==> src/rtl/hilo_unit.sv <==
// HI/LO architectural register pair with a multi-cycle multiplier and a
// restoring radix-2 divider; busy stalls the pipeline while either is in flight.
module hilo_unit #(
    parameter int MUL_CYCLES = 2
) (
    input  logic        clk,
    input  logic        reset,
    input  logic        req_valid,
    input  logic [2:0]  req_op,
    input  logic [31:0] req_vs,
    input  logic [31:0] req_vt,
    output logic        req_ready,
    input  logic        flush,
    output logic        busy,
    output logic        done,
    output logic [31:0] hi,
    output logic [31:0] lo
);

    localparam logic [2:0] OP_MTHI  = 3'd1;
    localparam logic [2:0] OP_MTLO  = 3'd2;
    localparam logic [2:0] OP_MULT  = 3'd3;
    localparam logic [2:0] OP_MULTU = 3'd4;
    localparam logic [2:0] OP_DIV   = 3'd5;
    localparam logic [2:0] OP_DIVU  = 3'd6;

    typedef enum logic [1:0] {
        S_IDLE = 2'd0,
        S_MUL  = 2'd1,
        S_DIV  = 2'd2
    } state_t;

    state_t      state_q, state_d;
    logic [5:0]  cnt_q, cnt_d;
    logic [31:0] hi_q, hi_d;
    logic [31:0] lo_q, lo_d;
    logic        done_q, done_d;
    logic [31:0] a_q, a_d;
    logic [31:0] b_q, b_d;
    logic        sgn_q, sgn_d;
    logic [31:0] quot_q, quot_d;
    logic [31:0] rem_q, rem_d;
    logic [31:0] dvsr_q, dvsr_d;
    logic        qneg_q, qneg_d;
    logic        rneg_q, rneg_d;
    logic        dzero_q, dzero_d;

    logic        op_valid;
    logic        accept;
    logic        req_signed;
    logic [63:0] a_ext, b_ext, product;
    logic [32:0] rem_sh;
    logic [31:0] rem_sub;
    logic        rem_ge;
    logic [31:0] q_fix, r_fix;

    assign op_valid  = (req_op >= OP_MTHI) && (req_op <= OP_DIVU);
    assign req_ready = !reset && !flush && (state_q == S_IDLE);
    assign accept    = req_valid && req_ready && op_valid;
    assign req_signed = (req_op == OP_MULT) || (req_op == OP_DIV);

    // Sign- or zero-extend to 64 bits so one multiplier serves both ops.
    assign a_ext   = sgn_q ? {{32{a_q[31]}}, a_q} : {32'd0, a_q};
    assign b_ext   = sgn_q ? {{32{b_q[31]}}, b_q} : {32'd0, b_q};
    assign product = a_ext * b_ext;

    // One restoring step: the modular 32-bit difference is exact whenever it is kept.
    assign rem_sh  = {rem_q, quot_q[31]};
    assign rem_ge  = rem_sh >= {1'b0, dvsr_q};
    assign rem_sub = rem_sh[31:0] - dvsr_q;

    assign q_fix = qneg_q ? (32'd0 - quot_q) : quot_q;
    assign r_fix = rneg_q ? (32'd0 - rem_q) : rem_q;

    always_comb begin
        state_d = state_q;
        cnt_d   = cnt_q;
        hi_d    = hi_q;
        lo_d    = lo_q;
        done_d  = 1'b0;
        a_d     = a_q;
        b_d     = b_q;
        sgn_d   = sgn_q;
        quot_d  = quot_q;
        rem_d   = rem_q;
        dvsr_d  = dvsr_q;
        qneg_d  = qneg_q;
        rneg_d  = rneg_q;
        dzero_d = dzero_q;
        case (state_q)
            S_IDLE: begin
                if (accept) begin
                    case (req_op)
                        OP_MTHI: hi_d = req_vs;
                        OP_MTLO: lo_d = req_vs;
                        OP_MULT, OP_MULTU: begin
                            state_d = S_MUL;
                            cnt_d   = 6'(MUL_CYCLES - 1);
                            a_d     = req_vs;
                            b_d     = req_vt;
                            sgn_d   = req_signed;
                        end
                        OP_DIV, OP_DIVU: begin
                            state_d = S_DIV;
                            cnt_d   = 6'd32;
                            a_d     = req_vs;
                            quot_d  = (req_signed && req_vs[31]) ? (32'd0 - req_vs) : req_vs;
                            dvsr_d  = (req_signed && req_vt[31]) ? (32'd0 - req_vt) : req_vt;
                            rem_d   = 32'd0;
                            qneg_d  = req_signed && (req_vs[31] ^ req_vt[31]);
                            rneg_d  = req_signed && req_vs[31];
                            dzero_d = (req_vt == 32'd0);
                        end
                        default: ;
                    endcase
                end
            end
            S_MUL: begin
                if (cnt_q == 6'd0) begin
                    hi_d    = product[63:32];
                    lo_d    = product[31:0];
                    done_d  = 1'b1;
                    state_d = S_IDLE;
                end else begin
                    cnt_d = cnt_q - 6'd1;
                end
            end
            S_DIV: begin
                if (cnt_q == 6'd0) begin
                    // Sign fixup and commit; divide-by-zero overrides the datapath result.
                    if (dzero_q) begin
                        lo_d = 32'hFFFF_FFFF;
                        hi_d = a_q;
                    end else begin
                        lo_d = q_fix;
                        hi_d = r_fix;
                    end
                    done_d  = 1'b1;
                    state_d = S_IDLE;
                end else begin
                    rem_d  = rem_ge ? rem_sub : rem_sh[31:0];
                    quot_d = {quot_q[30:0], rem_ge};
                    cnt_d  = cnt_q - 6'd1;
                end
            end
            default: state_d = S_IDLE;
        endcase
        if (flush) begin
            state_d = S_IDLE;
            done_d  = 1'b0;
            hi_d    = hi_q;
            lo_d    = lo_q;
        end
    end

    always_ff @(posedge clk) begin
        if (reset) begin
            state_q <= S_IDLE;
            cnt_q   <= 6'd0;
            hi_q    <= 32'd0;
            lo_q    <= 32'd0;
            done_q  <= 1'b0;
            a_q     <= 32'd0;
            b_q     <= 32'd0;
            sgn_q   <= 1'b0;
            quot_q  <= 32'd0;
            rem_q   <= 32'd0;
            dvsr_q  <= 32'd0;
            qneg_q  <= 1'b0;
            rneg_q  <= 1'b0;
            dzero_q <= 1'b0;
        end else begin
            state_q <= state_d;
            cnt_q   <= cnt_d;
            hi_q    <= hi_d;
            lo_q    <= lo_d;
            done_q  <= done_d;
            a_q     <= a_d;
            b_q     <= b_d;
            sgn_q   <= sgn_d;
            quot_q  <= quot_d;
            rem_q   <= rem_d;
            dvsr_q  <= dvsr_d;
            qneg_q  <= qneg_d;
            rneg_q  <= rneg_d;
            dzero_q <= dzero_d;
        end
    end

    assign busy = (state_q != S_IDLE);
    assign done = done_q;
    assign hi   = hi_q;
    assign lo   = lo_q;

endmodule
==> config.mk <==
export PLATFORM = sky130hd
export DESIGN_NAME = hilo_unit
export DESIGN_NICKNAME = d
export VERILOG_FILES = /design/src/rtl/hilo_unit.sv
export SDC_FILE = /design/constraint.sdc
export NUM_CORES = 2
export LEC_CHECK = 0
export CAP_MARGIN = 5
export CORE_MARGIN = 2
export CORE_UTILIZATION = 59
export DETAILED_ROUTE_END_ITERATION = 7
export DONT_BUFFER_PORTS = 1
export HOLD_SLACK_MARGIN = 0.05
export PLACE_DENSITY = 0.81
export SYNTH_ARGS = -nofsm -noshare
export SYNTH_HDL_FRONTEND = slang
export SYNTH_SLANG_ARGS = --single-unit
export TNS_END_PERCENT = 10
==> constraint.sdc <==
create_clock -name clk -period 8.9 [get_ports clk]
set_clock_uncertainty 0.1 [all_clocks]
set_input_delay 0.89 -clock clk [delete_from_list [all_inputs] [get_ports clk]]
set_output_delay 0.89 -clock clk [all_outputs]
set_load 0.01 [all_outputs]
==> impl_metrics.yaml <==
floorplan:
  fp-row-count: 119
  coreArea_um2: 105400
  design.portCount: 138
  die_w_um: 330.3
  dieHeight_um: 330.3
  die-area_um2: 109100
  initial_core_util_pct: 59.59
routing:
  first_pass_iters: 7
  wl_per_cell_um: 22.36
  detail-route-antenna-nets: 0
  wl_um: 195200
  drt-initial-drc-count: 5157
  viasPerCell: 5.820
  drc: 0
  vias: 50830
power:
  clock_power_share_pct: 42.1
  p_leak_nw: 34.37
  combPwrFrac_pct: 18.0
  p_int_mw: 1.914
  p_total_mw: 2.757
  powerDensity_nw_per_um2: 39.56
  sw_frac_of_total_pct: 30.55
  p_seq_share_pct: 39.9
  p_sw_mw: 0.8422
  max-vdd-ir-drop_v: 0.0001503
critical_path:
  critPathLaunchType: "register"
  reg2regPathDepth: 30
  reg2reg_slack_ns: 0.07
  cpMostUsedCell: "fa_1"
  r2r-end: "hi[28]$_SDFFE_PP0P_"
  cp_top_family: "adder cells"
  crit_buf_inv: 10
  worstSetupPathType: "reg -> reg"
  end_kind: "register"
  crit_fanout: 5
  cp_slowest_cell: "fa_2"
  cp.depth: 30
  crit_required_ns: 9.29
  slowest_delay_ns: 0.62
  r2r_start: "a_q[31]$_SDFFE_PP0P_"
  cp.arrival_ns: 9.22
timing:
  setup_viol: 0
  fin_crit_sh_pct: 99.20
  final-hold-violation-count: 0
  drv_slew: 0
  slew_headroom_pct: 25.45
  fmax_mhz: 113.3
  rsz0062_at_grt: "yes"
  fin_crit_ns: 8.829
  worst_pin_slew_ns: 1.118
  tns_ns: 0
yosys:
  synth_warnings: 0
  synth-simple-area-share_pct: 15.37
  synth_fa_ha_area_share_pct: 52.29
  synthMuxAreaShare_pct: 0.5438
  synthXorXnorAreaFrac_pct: 3.472
  synth_compound_area_share_pct: 8.734
  synth_seq_cells: 237
  yosys_most_used_dff: "dfxtp_1"
  ys_types: 83
  synth_edf_count: 0
  synthArstFlopShare_pct: 0
  avgSynthCellArea_um2: 8.769
  yosysSeqAreaShare_pct: 7.553
  synth_fp_nets: 9005
  synth_top_family_by_area: "adder cells"
  syn_area_um2: 62820
  synthCells: 7164
clocking:
  cts_tree: "done"
  numCtsBuffers: 28
  clockRootBuffer: "clkbuf_16"
  htree_levels: 1
  cts_sinks: 237
  clkTransAtPathRegs_ns: 0.08
  clkLatencyLatePin_ns: 0.59
  clock_path_buffers: 3
  hold_buffers: 0
finish:
  final_util_pct: 66.11
  finalInstanceArea_um2: 69690
  synthToLayoutAreaGrowth_pct: 10.93
  layout.nets: 9163
  layout-drive-gt1-share_pct: 10.53
placement:
  numPortBuffers: 0
  place_area_um2: 67760
  gp_congestion: 1.038
  dp_hpwl_um: 164600
grt:
  antenna_found_initial: 3
  grt_max_degree: 207
  track_usage_pct: 36.59
  grt-ovfl-total: 0
  grt_pass1_vias: 53220
  grt_pass1_wl_um: 305600
hold_path:
  min_path_type: "in -> reg"
  hold_path_depth: 1
  whs_endpoint: "done$_SDFF_PP0_"
  min_from: "flush"
run_status:
  status: "complete, no violations"
flow_run:
  cap_violations: 0
[cells in the final DEF, fill, tap and decap left out, types with 15 or more instances in the layout]
cell / count
a211oi_1: 36
a21o_1: 52
a21oi_1: 233
a221o_1: 17
a311oi_1: 17
a31oi_1: 20
and2_1: 581
and3_1: 33
buf_12: 70
buf_4: 431
buf_6: 27
clkbuf_16: 30
dfxtp_1: 212
dfxtp_2: 22
fa_1: 1397
fa_2: 23
ha_1: 332
inv_1: 1584
inv_2: 19
mux2i_1: 33
nand2_1: 915
nand3_1: 49
nand4_1: 23
nor2_1: 191
nor3_1: 52
nor4_1: 20
o211ai_1: 15
o21a_1: 25
o21ai_0: 218
o21ai_1: 19
o21bai_1: 17
o31ai_1: 39
o41ai_1: 26
or3_1: 23
or4_1: 19
xnor2_1: 151
xor2_1: 92
[through the flow]
step	hold slack [ns]	cells	worst slack, ns
6_report	0.2872	8733	0.07078
5_1_grt	0.2813	8731	-0.1695
4_1_cts	0.2781	8707	-0.1113
3_5_place_dp	0.3402	8659	-0.3699
3_3_place_gp	0.3378	8659	-0.2020
2_1_floorplan	0.3319	7164	-0.03537
[worst max-delay path by stage]
stage	startpoint	to
3_5_place_dp	a_q[31]$_SDFFE_PP0P_	hi[29]$_SDFFE_PP0P_
2_1_floorplan	a_q[31]$_SDFFE_PP0P_	hi[26]$_SDFFE_PP0P_
4_1_cts	a_q[31]$_SDFFE_PP0P_	hi[20]$_SDFFE_PP0P_
3_3_place_gp	a_q[31]$_SDFFE_PP0P_	hi[29]$_SDFFE_PP0P_
5_1_grt	b_q[7]$_SDFFE_PP0P_	hi[19]$_SDFFE_PP0P_
6_report	a_q[31]$_SDFFE_PP0P_	hi[28]$_SDFFE_PP0P_
[power groups by stage]
| stage | sequential (mW) | clock (mW) | combinational [mW] |
|---|---|---|---|
| floorplan | 1.11 | 0 | 0.333 |
| global placement | 1.12 | 0 | 0.468 |
| detailed placement | 1.12 | 0 | 0.476 |
| CTS | 1.10 | 1.16 | 0.479 |
| global route | 1.10 | 1.20 | 0.532 |
| finish | 1.10 | 1.16 | 0.497 |
[layout make-up]
| cell class | count | area (µm²) |
|---|---|---|
| multi-input cells | 4917 | 51210 |
| fillers | 8115 | 35730 |
| inverters | 1605 | 6025 |
| repair buffers | 533 | 5036 |
| flip-flops and latches | 237 | 4783 |
| well taps | 1391 | 1740 |
| clock buffers | 38 | 788.3 |
| clock inverters | 10 | 97.59 |
| diodes | 2 | 5.005 |
[per-layer routing]
metal,routed length [µm],track usage [%]
met1,73130,49.43
met2,88360,57.29
met3,22440,7.426
met4,11290,16.77
met5,13,0
[registers in the layout (all words and copies together), names as in the netlist, 2 cells and up]
register  count
a_q          32
state_q       2
cnt_q         6
quot_q       32
hi           32
rem_q        32
lo           32
b_q          32
dvsr_q       32
[Yosys cell counts, types with 10 or more instances]
| library cell | instances | share of area (%) |
|---|---|---|
| a211oi_1 | 40 | 0.48 |
| a21o_1 | 52 | 0.62 |
| a21oi_1 | 243 | 1.9 |
| a221o_1 | 18 | 0.29 |
| a221oi_1 | 12 | 0.17 |
| a311oi_1 | 18 | 0.25 |
| a31o_2 | 10 | 0.14 |
| a31oi_1 | 22 | 0.22 |
| and2_1 | 583 | 5.8 |
| and3_1 | 35 | 0.35 |
| buf_1 | 18 | 0.11 |
| clkbuf_1 | 376 | 2.2 |
| dfxtp_1 | 237 | 7.6 |
| fa_1 | 1420 | 45 |
| ha_1 | 350 | 7.0 |
| inv_1 | 1603 | 9.6 |
| mux2i_1 | 33 | 0.53 |
| nand2_1 | 929 | 5.6 |
| nand2b_1 | 10 | 0.10 |
| nand3_1 | 49 | 0.39 |
| nand4_1 | 23 | 0.23 |
| nor2_1 | 198 | 1.2 |
| nor2b_1 | 10 | 0.10 |
| nor3_1 | 57 | 0.45 |
| nor4_1 | 22 | 0.22 |
| o211ai_1 | 15 | 0.18 |
| o21a_1 | 25 | 0.30 |
| o21ai_0 | 237 | 1.9 |
| o21bai_1 | 18 | 0.22 |
| o31ai_1 | 41 | 0.49 |
| o32ai_1 | 12 | 0.17 |
| o41ai_1 | 28 | 0.39 |
| or3_1 | 23 | 0.23 |
| or4_1 | 19 | 0.23 |
| xnor2_1 | 154 | 2.1 |
| xor2_1 | 95 | 1.3 |
[cell families (layout without fill, tap and decap cells)]
kind of cell,after synthesis,after routing
simple gates,1999,1999
buf+inv,2010,2186
flops,237,237
other cells,0,2
xor+xnor,249,249
compound gates,861,861
fa+ha+maj,1774,1774
mux,34,34
[what timing repair did]
action,in CTS,in global routing
pin swaps,9,102
buffers inserted,0,23
endpoints found under the setup margin,18,34
resized for setup,32,190
gates cloned,0,2
Power figures use the tool's default switching activity.
